**src/rtl/mem_bus_arbiter.sv**
```systemverilog
// Two-master (instruction/data) to one-slave memory bus arbiter with
// round-robin or data-first arbitration and a bus-timeout watchdog.
module mem_bus_arbiter #(
    parameter bit          RR_EN          = 1'b1,
    parameter int unsigned TIMEOUT_CYCLES = 256
) (
    input  logic        clk,
    input  logic        resetn,

    input  logic        i_valid,
    output logic        i_ready,
    input  logic [31:0] i_addr,
    input  logic [31:0] i_wdata,
    input  logic [3:0]  i_wstrb,
    output logic [31:0] i_rdata,

    input  logic        d_valid,
    output logic        d_ready,
    input  logic [31:0] d_addr,
    input  logic [31:0] d_wdata,
    input  logic [3:0]  d_wstrb,
    output logic [31:0] d_rdata,

    output logic        m_valid,
    input  logic        m_ready,
    output logic [31:0] m_addr,
    output logic [31:0] m_wdata,
    output logic [3:0]  m_wstrb,
    input  logic [31:0] m_rdata,

    output logic        err,
    output logic [31:0] err_addr
);

    typedef enum logic [1:0] {
        IDLE  = 2'd0,
        GNT_I = 2'd1,
        GNT_D = 2'd2
    } state_t;

    localparam bit          TO_EN   = (TIMEOUT_CYCLES != 0);
    localparam logic [15:0] TO_LAST = 16'(TIMEOUT_CYCLES - 1);

    state_t      r_state;
    logic        r_lastGntD;
    logic        r_mValid;
    logic [31:0] r_mAddr;
    logic [31:0] r_mWdata;
    logic [3:0]  r_mWstrb;
    logic        r_err;
    logic [31:0] r_errAddr;
    logic [15:0] r_wdCnt;

    logic w_granted;
    logic w_toHit;
    logic w_done;
    logic w_pickD;

    // Gating with resetn keeps both ready strobes quiet while reset is held.
    assign w_granted = resetn && (r_state != IDLE);
    assign w_toHit   = TO_EN && w_granted && (r_wdCnt == TO_LAST) && !m_ready;
    assign w_done    = w_granted && (m_ready || w_toHit);
    assign w_pickD   = d_valid && (!i_valid || !RR_EN || !r_lastGntD);

    assign i_ready = w_done && (r_state == GNT_I);
    assign d_ready = w_done && (r_state == GNT_D);
    // A timeout completes with m_ready low, so only a real completion forwards data.
    assign i_rdata = (i_ready && m_ready) ? m_rdata : 32'h0;
    assign d_rdata = (d_ready && m_ready) ? m_rdata : 32'h0;

    assign m_valid  = r_mValid;
    assign m_addr   = r_mAddr;
    assign m_wdata  = r_mWdata;
    assign m_wstrb  = r_mWstrb;
    assign err      = r_err;
    assign err_addr = r_errAddr;

    always_ff @(posedge clk) begin
        if (!resetn) begin
            r_state    <= IDLE;
            r_lastGntD <= 1'b0;
            r_mValid   <= 1'b0;
            r_mAddr    <= 32'h0;
            r_mWdata   <= 32'h0;
            r_mWstrb   <= 4'h0;
            r_err      <= 1'b0;
            r_errAddr  <= 32'h0;
            r_wdCnt    <= 16'h0;
        end else begin
            case (r_state)
                IDLE: begin
                    if (i_valid || d_valid) begin
                        r_mAddr  <= w_pickD ? d_addr  : i_addr;
                        r_mWdata <= w_pickD ? d_wdata : i_wdata;
                        r_mWstrb <= w_pickD ? d_wstrb : i_wstrb;
                        r_mValid <= 1'b1;
                        r_wdCnt  <= 16'h0;
                        r_state  <= w_pickD ? GNT_D : GNT_I;
                    end
                end
                GNT_I, GNT_D: begin
                    if (w_done) begin
                        r_mValid   <= 1'b0;
                        r_lastGntD <= (r_state == GNT_D);
                        r_state    <= IDLE;
                        if (w_toHit) begin
                            r_err     <= 1'b1;
                            r_errAddr <= r_mAddr;
                        end
                    end else begin
                        r_wdCnt <= r_wdCnt + 16'h1;
                    end
                end
                default: begin
                    r_state  <= IDLE;
                    r_mValid <= 1'b0;
                end
            endcase
        end
    end

endmodule
```
**config.mk**
```make
export PLATFORM = sky130hd
export DESIGN_NAME = mem_bus_arbiter
export DESIGN_NICKNAME = d
export VERILOG_FILES = /design/src/rtl/mem_bus_arbiter.sv
export SDC_FILE = /design/constraint.sdc
export NUM_CORES = 1
export LEC_CHECK = 0
export CORE_UTILIZATION = 30
export DETAILED_ROUTE_END_ITERATION = 8
export DONT_BUFFER_PORTS = 1
export GPL_ROUTABILITY_DRIVEN = 0
export GPL_TIMING_DRIVEN = 0
export PLACE_DENSITY = 0.46
export SLEW_MARGIN = 20
export SYNTH_ARGS = -nofsm -noshare
export SYNTH_HDL_FRONTEND = slang
export SYNTH_SLANG_ARGS = --single-unit
```
**constraint.sdc**
```tcl
create_clock -name clk -period 2.54 [get_ports clk]
set_input_delay 0.381 -clock clk [delete_from_list [all_inputs] [get_ports clk]]
set_output_delay 0.381 -clock clk [all_outputs]
set_load 0.02 [all_outputs]
```
## Word level (Yosys, flattened, before mapping)

Cells that the tools add are included.

- Output and inout port bits: 168
- Flip-flop bits (word level): 121
- Input bits: 173

- Reduce and logical (&&, ||, !) cells: 24
- $add $sub $neg: 1
- Mux-type cells: 15
- Equality and inequality tests: 6

Operators with widths:

| kind | number |
|---|---|
| $mux 32 | 4 |
| $mux 16 | 2 |
| $pmux 16 s2 | 1 |
| $add 16x1->16 const B | 1 |
| $eq 16x8->1 const B | 1 |
| $logic_and 1x1->1 | 9 |
| $mux 2 | 3 |
| $ne 2x2->1 const B | 3 |
| $reduce_and 2->1 | 3 |
| $reduce_and 3->1 | 2 |
| $mux 4 | 1 |
| $pmux 2 s2 | 1 |
| $reduce_bool 2->1 | 2 |
| $logic_not 1->1 | 3 |
| $logic_or 1x1->1 | 3 |
| $eq 2x1->1 const B | 1 |
| $eq 2x2->1 const B | 1 |
| $logic_not 2->1 | 1 |
| $mux 1 | 2 |
| $pmux 1 s2 | 1 |
| $reduce_or 2->1 | 1 |

## Depth between registers and ports, before layout

Gate-level depths: netlist (run 1).

- Word-level depth: 9
- Mapped depth: 10
- Mapped depth without buffers: 7

## Worst setup path after synthesis (run 1)

No wires, ideal clock.

- Path type: register to output
- From: register r_state[0]
- To: output port d_rdata[10]
- Path slack: 0.663 ns
- Cell stages (with the launch flop): 7
- Data required time: 2.159 ns
- Buffers on the path: 1
- Data arrival time: 1.496 ns
- Cell sequence: dfxtp_1 inv_1 ha_1 nor2b_2 and3_1 clkbuf_1 and2_1

- Longest elaborated chain between the ends: 9

RTL lines:

| item | line | text |
|---|---|---|
| start, declared | 44 | `state_t r_state;` |
| start signal, assigned | 98 | `r_state <= w_pickD ? GNT_D : GNT_I;` |
| $reduce_bool 2->1 | 60 | `assign w_granted = resetn && (r_state != IDLE);` |
| $logic_and 1x1->1 | 60 |  |
| $logic_and 1x1->1 (2 in series) | 61 | `assign w_toHit = TO_EN && w_granted && (r_wdCnt == TO_LAST) && !m_ready;` |
| $logic_or 1x1->1 | 62 | `assign w_done = w_granted && (m_ready \|\| w_toHit);` |
| $logic_and 1x1->1 | 62 |  |
| $logic_and 1x1->1 (*) | 66 | `assign d_ready = w_done && (r_state == GNT_D);` |
| $logic_and 1x1->1 (*) | 69 | `assign d_rdata = (d_ready && m_ready) ? m_rdata : 32'h0;` |
| $mux 32 (*) | 69 |  |
| end, declared | 22 | `output logic [31:0] d_rdata,` |

Every way passes the cells marked *; elsewhere a longest branch is shown, timed or not.

## Final worst setup path (run 1)

- From: register r_state[0]
- To: output port d_rdata[28]

Same word-level chain as after synthesis.

==> reports/results.ini, run 1 <==
[pwr]
power.density_nw_per_um2 = 898.3
p_leak_nw = 2.604
total_power_mw = 6.156
ir_drop_v = 0.0004409

[die]
coreArea_um2 = 18890
die_y_um = 141.4
die-area_um2 = 19980
start_util_pct = 30.84
ios = 341
core.rowCount = 50
chipWidth_um = 141.4

[synth]
seq_area_frac_synth_pct = 41.57
synth_seq_cells = 121
synth_top_family_by_area = simple AND/OR/NAND/NOR gates
synthSimpleGateAreaFrac_pct = 22.50
syn_inst = 658
synth_fp_nets = 835
synth_top_area_share_pct = 41.57
synth_compound_area_share_pct = 17.61
ys_async_sr_fraction_pct = 0
yosys_most_used_dff = dfxtp_1
synth_edf_count = 0
syn_area_per_cell_um2 = 8.855
synthXorXnorAreaFrac_pct = 0.7516
syn_area_um2 = 5827
yosysWarningCount = 0
synth.distinct_cells = 47
synthMuxAreaShare_pct = 11.85
synthAdderAreaFrac_pct = 0.8589
ys_top_cells_by_area = dfxtp_1 (42%), mux2i_1 (12%), a211oi_1 (8.8%)
yosys.area.top_type = dfxtp_1

[drt]
vias = 5024
wl_mm = 21.49
drc = 0
ant_nets = 0
first_pass_iters = 4
wl_per_cell_um = 22.51
viasPerCell = 5.261
drt-initial-drc-count = 242

[worst_hold_path]
hold_class = primary input to register

[clock_tree]
postCtsHoldBufs = 0
cts-htree-levels = 4
cts_tree = built
numCtsBuffers = 17
root_buffer = clkbuf_16
cts_buffer_depth = 2
clk_latency_ns = 0.41
numClockSinks = 121
clk_pin_slew_ns = 0.06
cts_setup_buffers = 0

[global_route]
grt_pass1_wl_mm = 30.30
grt_pass1_vias = 4801
overflow = 0
grt_use_total_pct = 21.02
antenna_found_initial = 4
grt_max_degree = 17

[cells_and_area]
fill_cells = 1944
final_area_um2 = 6853
seq_area_um2 = 2422
drive_above_1_share_pct = 21.59
multiInputGateArea_um2 = 3192
final_cells = 955
final_cell_mix = dfxtp_1 (121), nor2_1 (79), mux2i_1 (69)
final_common_cell = dfxtp_1
area_growth_pct = 17.61
fin_nets = 854
final_util_pct = 36.27

[placement]
dp_cells = 918
place.detailed.hpwl_mm = 16.67
portBuffers = 0
preCtsSetupSlack_ns = 0.0008691
place_area_um2 = 6152

[critical_path]
worstSetupPathType = register to output pin
crit_fanout = 10
cp-end-kind = output pin
worstPathArrival_ns = 2.04
reg2reg_slack_ns = 0.27
cp.required_ns = 2.16
critPathLaunchType = register

[sta]
slew_viol_final = 0
tightest_slew_ns = 0.8140
finalSetupTns_ns = 0
finalHoldWorstSlack_ns = 0.2087
fmax_ghz = 0.4131
min_period_ns = 2.421
slew_headroom_pct = 45.73
final-hold-violation-count = 0
skew_ns = 0.01165
setup_ws_ns = 0.1194
timing.final.crit_share_pct = 95.30
setup_viol = 0

[flow_run]
max_cap_violations = 0

[run_status]
status = complete, no violations

## where the power goes
group	total [mW]	switching (mW)	internal, mW
combinational	1.02	0.680	0.341
sequential	2.64	0.506	2.14
clock	2.49	0.893	1.60
## worst max-delay path: stages, from the launching register on
cell and delay [ns]:
dfxtp_1 0.35, inv_1 0.07, ha_1 0.26, nor2b_4 0.19, and3_2 0.27, clkbuf_2 0.22, and2_1 0.27
## area by class of cell
class                   count  area share (%)
diodes                      5          0.1826
plain buffers              53           3.889
clock buffers              22           6.774
clock inverters            10           2.100
inverters                   7          0.3834
multi-input cells         477           46.58
flip-flops and latches    121           35.35
well taps                 260           4.747
## synthesized netlist by cell type, types with 6 or more instances
library cell / n
a211oi_1: 68
a21oi_1: 11
a21oi_2: 30
and2_1: 64
and3_1: 8
buf_1: 6
buf_2: 10
clkbuf_1: 31
dfxtp_1: 121
inv_1: 7
mux2i_1: 69
nand2_1: 59
nand2_2: 19
nand3_1: 11
nor2_1: 82
## layer usage
layer,GRT usage (%),vias up,share of wire [%]
met2,38.77,294,52
met3,6.345,31,8.2
li1,-,2350,-
met5,0,-,0.084
met1,22.27,2345,37
met4,8.295,4,2.8
## sequential cells by signal, indices dropped and copies added, names as in the netlist, 2 cells and up
name / count
m_wdata: 32
m_addr: 32
r_state: 2
r_wdCnt: 16
err_addr: 32
m_wstrb: 4
## cells by family after synthesis
logic type      after synthesis
buf+inv                      60
compound gates              136
fa+ha+maj                     4
flops                       121
mux                          69
simple gates                263
xor+xnor                      5
## worst paths after layout
check / start / to / cells after the start
worst max-delay path: r_state[0] / d_rdata[28] / 6
worst min-delay path: i_addr[6] / m_addr[6] / 2
worst max register to register: r_state[0] / m_wdata[7] / 7
worst min register to register: r_wdCnt[15] / r_wdCnt[15] / 2
## timing repair
action / in CTS / in global routing
pin swaps: 0 / 0
setup endpoints to repair: 63 / 75
hold endpoints to repair: 0 / 0
resized for setup: 25 / 27
No activity file was read; power rests on OpenSTA's default activity.
==> run 2: changes to the inputs <==
--- a/config.mk
+++ b/config.mk
@@ -7,10 +7,9 @@
 export LEC_CHECK = 0
 export CORE_UTILIZATION = 30
 export DETAILED_ROUTE_END_ITERATION = 8
-export DONT_BUFFER_PORTS = 1
 export GPL_ROUTABILITY_DRIVEN = 0
 export GPL_TIMING_DRIVEN = 0
-export PLACE_DENSITY = 0.46
+export PLACE_DENSITY = 0.68
 export SLEW_MARGIN = 20
 export SYNTH_ARGS = -nofsm -noshare
 export SYNTH_HDL_FRONTEND = slang
==> run 2 against run 1 <==
Clock-buffer cell count decreased by 4. Non-clock buffer count grew 339. Critical endpoint is now i_rdata[21]. Die area stayed put. Largest power group is now the clock network. Sequential power is 13% lower. Utilization increased by 17 points. Routed wire length grew 2.2%. Sequential share of layout area is 11 points lower. Final cell count rose by 35%. Critical path depth rose by 1. Worst setup slack improved by 0.030 ns. Critical path type unchanged. Highest routed layer is now met4.
==> reports/results.ini, run 2 (synthesis results as in run 1) <==
[critical_path]
crit_fanout = 10  ; unchanged
cp-end-kind = output pin
r2r_start = r_state[0]
reg2reg_slack_ns = 0.26  ; about the same
slowest_stage = dfxtp_1
worstReg2RegEnd = m_wdata[13]
worstPathArrival_ns = 2.01  ; -0.03 ns
worstSetupPathType = register to output pin
cpPeakStageDelay_ns = 0.35  ; about the same
cp_cell_sequence = inv_1 -> ha_2 -> nor2b_4 -> and3_4 -> clkbuf_8 -> and2_1 -> clkdlybuf4s15_2
ff2ff_path_depth = 6  ; -1
critPathLaunchType = register
cp.required_ns = 2.16  ; about the same

[sta]
tightest_slew_ns = 0.7732  ; -0.04087 ns
slew_headroom_pct = 48.46  ; +2.7 points
timing.final.crit_share_pct = 94.11  ; -1.2 points
fmax_ghz = 0.4184  ; +1.3%
rsz0062_at_grt = yes
min_period_ns = 2.390  ; -0.03031 ns
slew_viol_final = 0  ; unchanged
skew_ns = 0.006789  ; -0.004862 ns
final-hold-violation-count = 0  ; unchanged
setup_viol = 0  ; unchanged

[clock_tree]
numCtsBuffers = 17  ; unchanged
cts_tree = built
root_buffer = clkbuf_16
clk_pin_slew_ns = 0.06  ; about the same
numClockSinks = 121  ; unchanged
clk_latency_ns = 0.41  ; about the same
cts_buffer_depth = 2  ; unchanged
cts-htree-levels = 4  ; unchanged

[drt]
wl_mm = 21.96  ; +2.2%
wl_per_cell_um = 17.02  ; -24%
drc = 0  ; unchanged
viasPerCell = 4.665  ; -11%
first_pass_iters = 4  ; unchanged
vias = 6018  ; +20%
ant_nets = 0  ; unchanged
drt-initial-drc-count = 171  ; -29%

[worst_hold_path]
worstHoldEndpoint = r_state[1]
holdPathStages = 2  ; unchanged
min-delay-start = resetn
hold_class = primary input to register

[pwr]
p_leak_nw = 3.923  ; +51%
total_power_mw = 6.837  ; +11%
ir_drop_v = 0.0004705  ; +6.7%
power.density_nw_per_um2 = 675.0  ; -25%

[cells_and_area]
drive_above_1_share_pct = 17.10  ; -4.5 points
final_cells = 1290  ; +35%
fin_nets = 1193  ; +40%
final_cell_mix = clkdlybuf4s50_1 (273), dfxtp_1 (121), nor2_1 (81)
area_growth_pct = 73.82
final_common_cell = clkdlybuf4s50_1

[die]
start_util_pct = 30.84  ; unchanged
chipWidth_um = 141.4  ; unchanged
die_y_um = 141.4  ; unchanged
core.rowCount = 50  ; unchanged
ios = 341  ; unchanged
die-area_um2 = 19980  ; unchanged
coreArea_um2 = 18890  ; unchanged

[placement]
portBuffers = 339  ; +339
place.detailed.hpwl_mm = 17.22  ; +3.3%
dp_cells = 1257  ; +37%

[run_status]
status = complete, no violations

[global_route]
overflow = 0  ; unchanged
grt_max_degree = 17  ; unchanged
grt_pass1_wl_mm = 32.66  ; +7.8%
grt_use_total_pct = 21.98  ; +0.96 points
grt_pass1_vias = 5705  ; +19%
antenna_found_initial = 1  ; -3

[flow_run]
max_cap_violations = 0  ; unchanged

[run 2: changes by cell type in the layout (fill, tap and decap cells not counted), moves of 4 or more]
cell / before / now
clkdlybuf4s15_2: 0 / 34
diode_2: 5 / 1
dlygate4sd2_1: 0 / 4
and2_1: 28 / 64
clkdlybuf4s50_1: 0 / 273
buf_2: 10 / 38
and2_2: 36 / 0
clkbuf_2: 8 / 1
[run 2: layout make-up]
| cell class | count | area [um^2] |
|---|---|---|
| fill | 1799 | 8765 |
| antenna | 1 | 2.502 |
| tap | 260 | 325.3 |
| timing repair buffer | 339 | 3291 |
| inverter | 7 | 26.28 |
| buffer | 53 | 297.8 |
| clock inverter | 14 | 172.7 |
| multi-input combinational | 477 | 3152 |
| clock buffer | 18 | 439.2 |
| sequential | 121 | 2422 |
[run 2: worst max path at each step]
stage	from	endpoint	slack, ns
2_1_floorplan	r_state[0]	d_rdata[10]	0.66
3_3_place_gp	m_ready	i_rdata[25]	-0.38
3_5_place_dp	m_ready	i_rdata[25]	-0.39
4_1_cts	r_state[0]	d_rdata[24]	-0.003
5_1_grt	r_state[0]	i_rdata[12]	-0.004
6_report	r_state[0]	i_rdata[21]	0.15
[run 2: per-layer routing]
metal  GRT usage, %  part of all wire (%)  vias to the layer above
met4          8.009                   2.1                        0
met1          24.27                    39                     2721
met2          40.13                    51                      253
met3          5.974                   7.5                       26
li1               -                     -                     3018
met5              0                     0                        -
[run 2: power breakdown]
| part | internal [mW] | total [mW] | switching (mW) |
|---|---|---|---|
| sequential | 2.14 | 2.31 | 0.177 |
| combinational | 0.934 | 2.05 | 1.11 |
| clock | 1.57 | 2.47 | 0.902 |
| total | 4.64 | 6.84 | 2.19 |
[run 2: critical path: cells and delay by family, from the launching register on]
family | cells | cell delay [ns]
simple gates | 3 | 0.53
fa+ha+maj | 1 | 0.22
flops | 1 | 0.35
buf+inv | 3 | 0.49
[run 2: what timing repair did]
action                     in CTS  in global routing
gates resized for setup       209                 41
hold buffers                    0                  0
setup endpoints to repair      66                 69
hold endpoints to repair        0                  0
setup buffers                   0                  0
[run 2: per-stage QoR]
stage / area [um^2] / util [%] / hold WS (ns) / TNS (ns) / setup WS (ns)
global placement: 9545 / 50.52 / 0.4409 / -17.82 / -0.3778
CTS: 10280 / 54.41 / 0.3132 / -0.005227 / -0.003176
finish: 10130 / 53.61 / 0.3309 / 0 / 0.1497
floorplan: 5827 / - / 0.4586 / 0 / 0.6628
global route: 10130 / 53.61 / 0.3354 / -0.005911 / -0.004377
detailed placement: 9545 / 50.52 / 0.4499 / -18.15 / -0.3853
==> run 3: changes to the inputs <==
--- a/config.mk
+++ b/config.mk
@@ -9,6 +9,7 @@
 export DETAILED_ROUTE_END_ITERATION = 8
 export GPL_ROUTABILITY_DRIVEN = 0
 export GPL_TIMING_DRIVEN = 0
+export MAX_ROUTING_LAYER = met4
 export PLACE_DENSITY = 0.68
 export SLEW_MARGIN = 20
 export SYNTH_ARGS = -nofsm -noshare
==> constraint.sdc (replaced) <==
create_clock -name clk -period 2.54 [get_ports clk]
set_input_delay 0.508 -clock clk [delete_from_list [all_inputs] [get_ports clk]]
set_output_delay 0.508 -clock clk [all_outputs]
set_load 0.02 [all_outputs]
==> run 3 against run 2 <==
Power up 0.37%. First-iteration DRC count increased by 23%. Critical path depth down 2. Global-route usage rose by 0.79 points. Via count increased by 0.93%. Clock power is essentially flat. Clock-buffer cell count did not move. Design area is 1.3% lower. Routed wire length increased by 0.56%. Worst setup slack lost 0.067 ns. Sequential power about the same. Critical path type is now primary input to output pin. Largest power group unchanged.
==> reports/results.ini, run 3 (synthesis results as in run 1) <==
[clock_tree]
root_buffer = clkbuf_16
cts-htree-levels = 4  ; unchanged
cts_tree = built
clk_pin_slew_ns = 0.05  ; about the same
numCtsBuffers = 17  ; unchanged
postCtsHoldBufs = 0  ; unchanged
cts_buffer_depth = 2  ; unchanged
clk_latency_ns = 0.41  ; about the same
numClockSinks = 121  ; unchanged

[die]
chipWidth_um = 141.4  ; unchanged
core.rowCount = 50  ; unchanged
coreArea_um2 = 18890  ; unchanged
die_y_um = 141.4  ; unchanged
start_util_pct = 30.84  ; unchanged
ios = 341  ; unchanged
die-area_um2 = 19980  ; unchanged

[cells_and_area]
area_growth_pct = 71.55
fin_nets = 1197  ; +0.34%
fill_cells = 1821  ; +1.2%
drive_above_1_share_pct = 17.81  ; +0.71 points
final_area_um2 = 9996  ; -1.3%
final_common_cell = clkdlybuf4s50_1
multiInputGateArea_um2 = 3162  ; +0.32%
final_cell_mix = clkdlybuf4s50_1 (273), dfxtp_1 (119), nor2_1 (81)
n_antenna_cell = 0  ; -1
seq_area_um2 = 2425  ; +0.10%

[pwr]
p_leak_nw = 4.012  ; +2.3%
power.density_nw_per_um2 = 686.5  ; +1.7%
ir_drop_v = 0.0004691  ; -0.29%

[critical_path]
worstReg2RegEnd = m_wdata[13]
r2r_start = r_state[0]
cp_cell_sequence = clkdlybuf4s50_1 -> and3_4 -> buf_12 -> and2_1 -> dlygate4sd2_1
crit_family = buffers and inverters
slowest_stage = clkdlybuf4s50_1
worstPathArrival_ns = 1.95  ; -0.06 ns
cp-end-kind = output pin
crit_path_end = d_rdata[0]
cp.required_ns = 2.03  ; -0.13 ns
reg2reg_slack_ns = 0.35  ; +0.09 ns
worstSetupPathType = primary input to output pin
cpPeakStageDelay_ns = 0.63  ; +0.28 ns
crit_buf_inv = 3  ; unchanged
cp.depth = 5  ; -2
crit_fanout = 6  ; -4
ff2ff_path_depth = 6  ; unchanged
critPathLaunchType = primary input
worstSetupStartpoint = m_ready

[global_route]
antenna_found_initial = 0  ; -1
grt_use_total_pct = 22.76  ; +0.79 points
grtUsageMet2_pct = 40.28  ; +0.16 points
grtUsageMet3_pct = 6.176  ; +0.20 points
grt_pass1_wl_mm = 32.80  ; +0.42%
grt_max_degree = 17  ; unchanged
grt_busiest_layer = met2
grt_use_met1_pct = 24.54  ; +0.27 points
grt_pass1_vias = 5738  ; +0.58%
overflow = 0  ; unchanged

[sta]
setup_ws_ns = 0.08230  ; -0.06736 ns
slew_viol_final = 0  ; unchanged
timing.final.crit_share_pct = 96.76  ; +2.7 points
skew_ns = 0.01055  ; +0.003764 ns
slew_headroom_pct = 48.48  ; about the same
fmax_ghz = 0.4069  ; -2.7%
final-hold-violation-count = 0  ; unchanged
min_period_ns = 2.458  ; +0.06736 ns
setup_viol = 0  ; unchanged
tightest_slew_ns = 0.7727  ; -0.0004245 ns

[flow_run]
max_cap_violations = 0  ; unchanged

[placement]
preCtsSetupSlack_ns = -0.6393  ; -0.2540 ns
place.detailed.hpwl_mm = 17.22  ; unchanged
portBuffers = 339  ; unchanged
place_area_um2 = 9545  ; unchanged

[drt]
wl_mm = 22.08  ; +0.56%
wl_per_cell_um = 17.08  ; +0.32%
viasPerCell = 4.698  ; +0.70%
ant_nets = 0  ; unchanged
vias = 6074  ; +0.93%
drt-initial-drc-count = 210  ; +23%
first_pass_iters = 5  ; +1
drc = 0  ; unchanged

[run_status]
status = complete, no violations

[worst_hold_path]
hold_class = register to register

==> run 3: how the worst min path moves through the flow <==
stage            startpoint      endpoint  slack (ns)  cells past startpoint
2_1_floorplan    r_lastGntD    r_lastGntD        0.46                      2
3_3_place_gp    err_addr[1]   err_addr[1]        0.44                      2
3_5_place_dp   err_addr[14]  err_addr[14]        0.45                      2
4_1_cts              resetn    r_wdCnt[1]        0.44                      3
5_1_grt              resetn    r_wdCnt[9]        0.46                      3
6_report        err_addr[0]   err_addr[0]        0.45                      2
==> run 3: layout make-up <==
class,count,share of cell area [%]
inverters,7,0.2629
clock inverters,14,1.727
clock buffers,18,4.394
multi-input cells,477,31.63
plain buffers,53,3.117
flip-flops and latches,121,24.26
well taps,260,3.254
repair buffers,343,31.36
==> run 3: timing repair <==
item | CTS | global route
gates resized for setup | 283 | 9
pin swaps | 1 | 1
buffers inserted | 2 | 2
setup endpoints to repair | 66 | 64
==> run 3: where the power goes <==
part | switching (mW) | total (mW) | leakage [nW] | internal, mW
sequential | 0.176 | 2.31 | 0.994 | 2.14
clock | 0.902 | 2.47 | 0.285 | 1.57
combinational | 1.12 | 2.07 | 2.73 | 0.950
==> run 3: stage by stage <==
stage / total power [mW] / utilization (%) / setup TNS, ns / cells / hold slack, ns
CTS: 6.914 / 52.74 / 0 / 1291 / 0.4402
detailed placement: 4.413 / 50.52 / -39.98 / 1257 / 0.4499
global placement: 4.402 / 50.52 / -38.82 / 1257 / 0.4409
global route: 7.194 / 52.91 / -0.03793 / 1293 / 0.4609
floorplan: 3.343 / - / 0 / 658 / 0.4586
finish: 6.862 / 52.91 / 0 / 1293 / 0.4540
==> run 3: layer usage <==
metal / vias up / wire length, um / share of wire [%]
li1: 3032 / - / -
met1: 2752 / 8718 / 39
met4: 0 / 435 / 2.0
met3: 27 / 1663 / 7.5
met2: 263 / 11270 / 51
met5: - / 0 / 0
==> run 3: worst register-to-register path: cells and delay by family, from the launching register on <==
kind / cells / cell delay [ns]
DFF: 1 / 0.32
buffers and inverters: 3 / 1.18
AOI/OAI and AO/OA: 2 / 0.36
adders and majority gates: 1 / 0.17
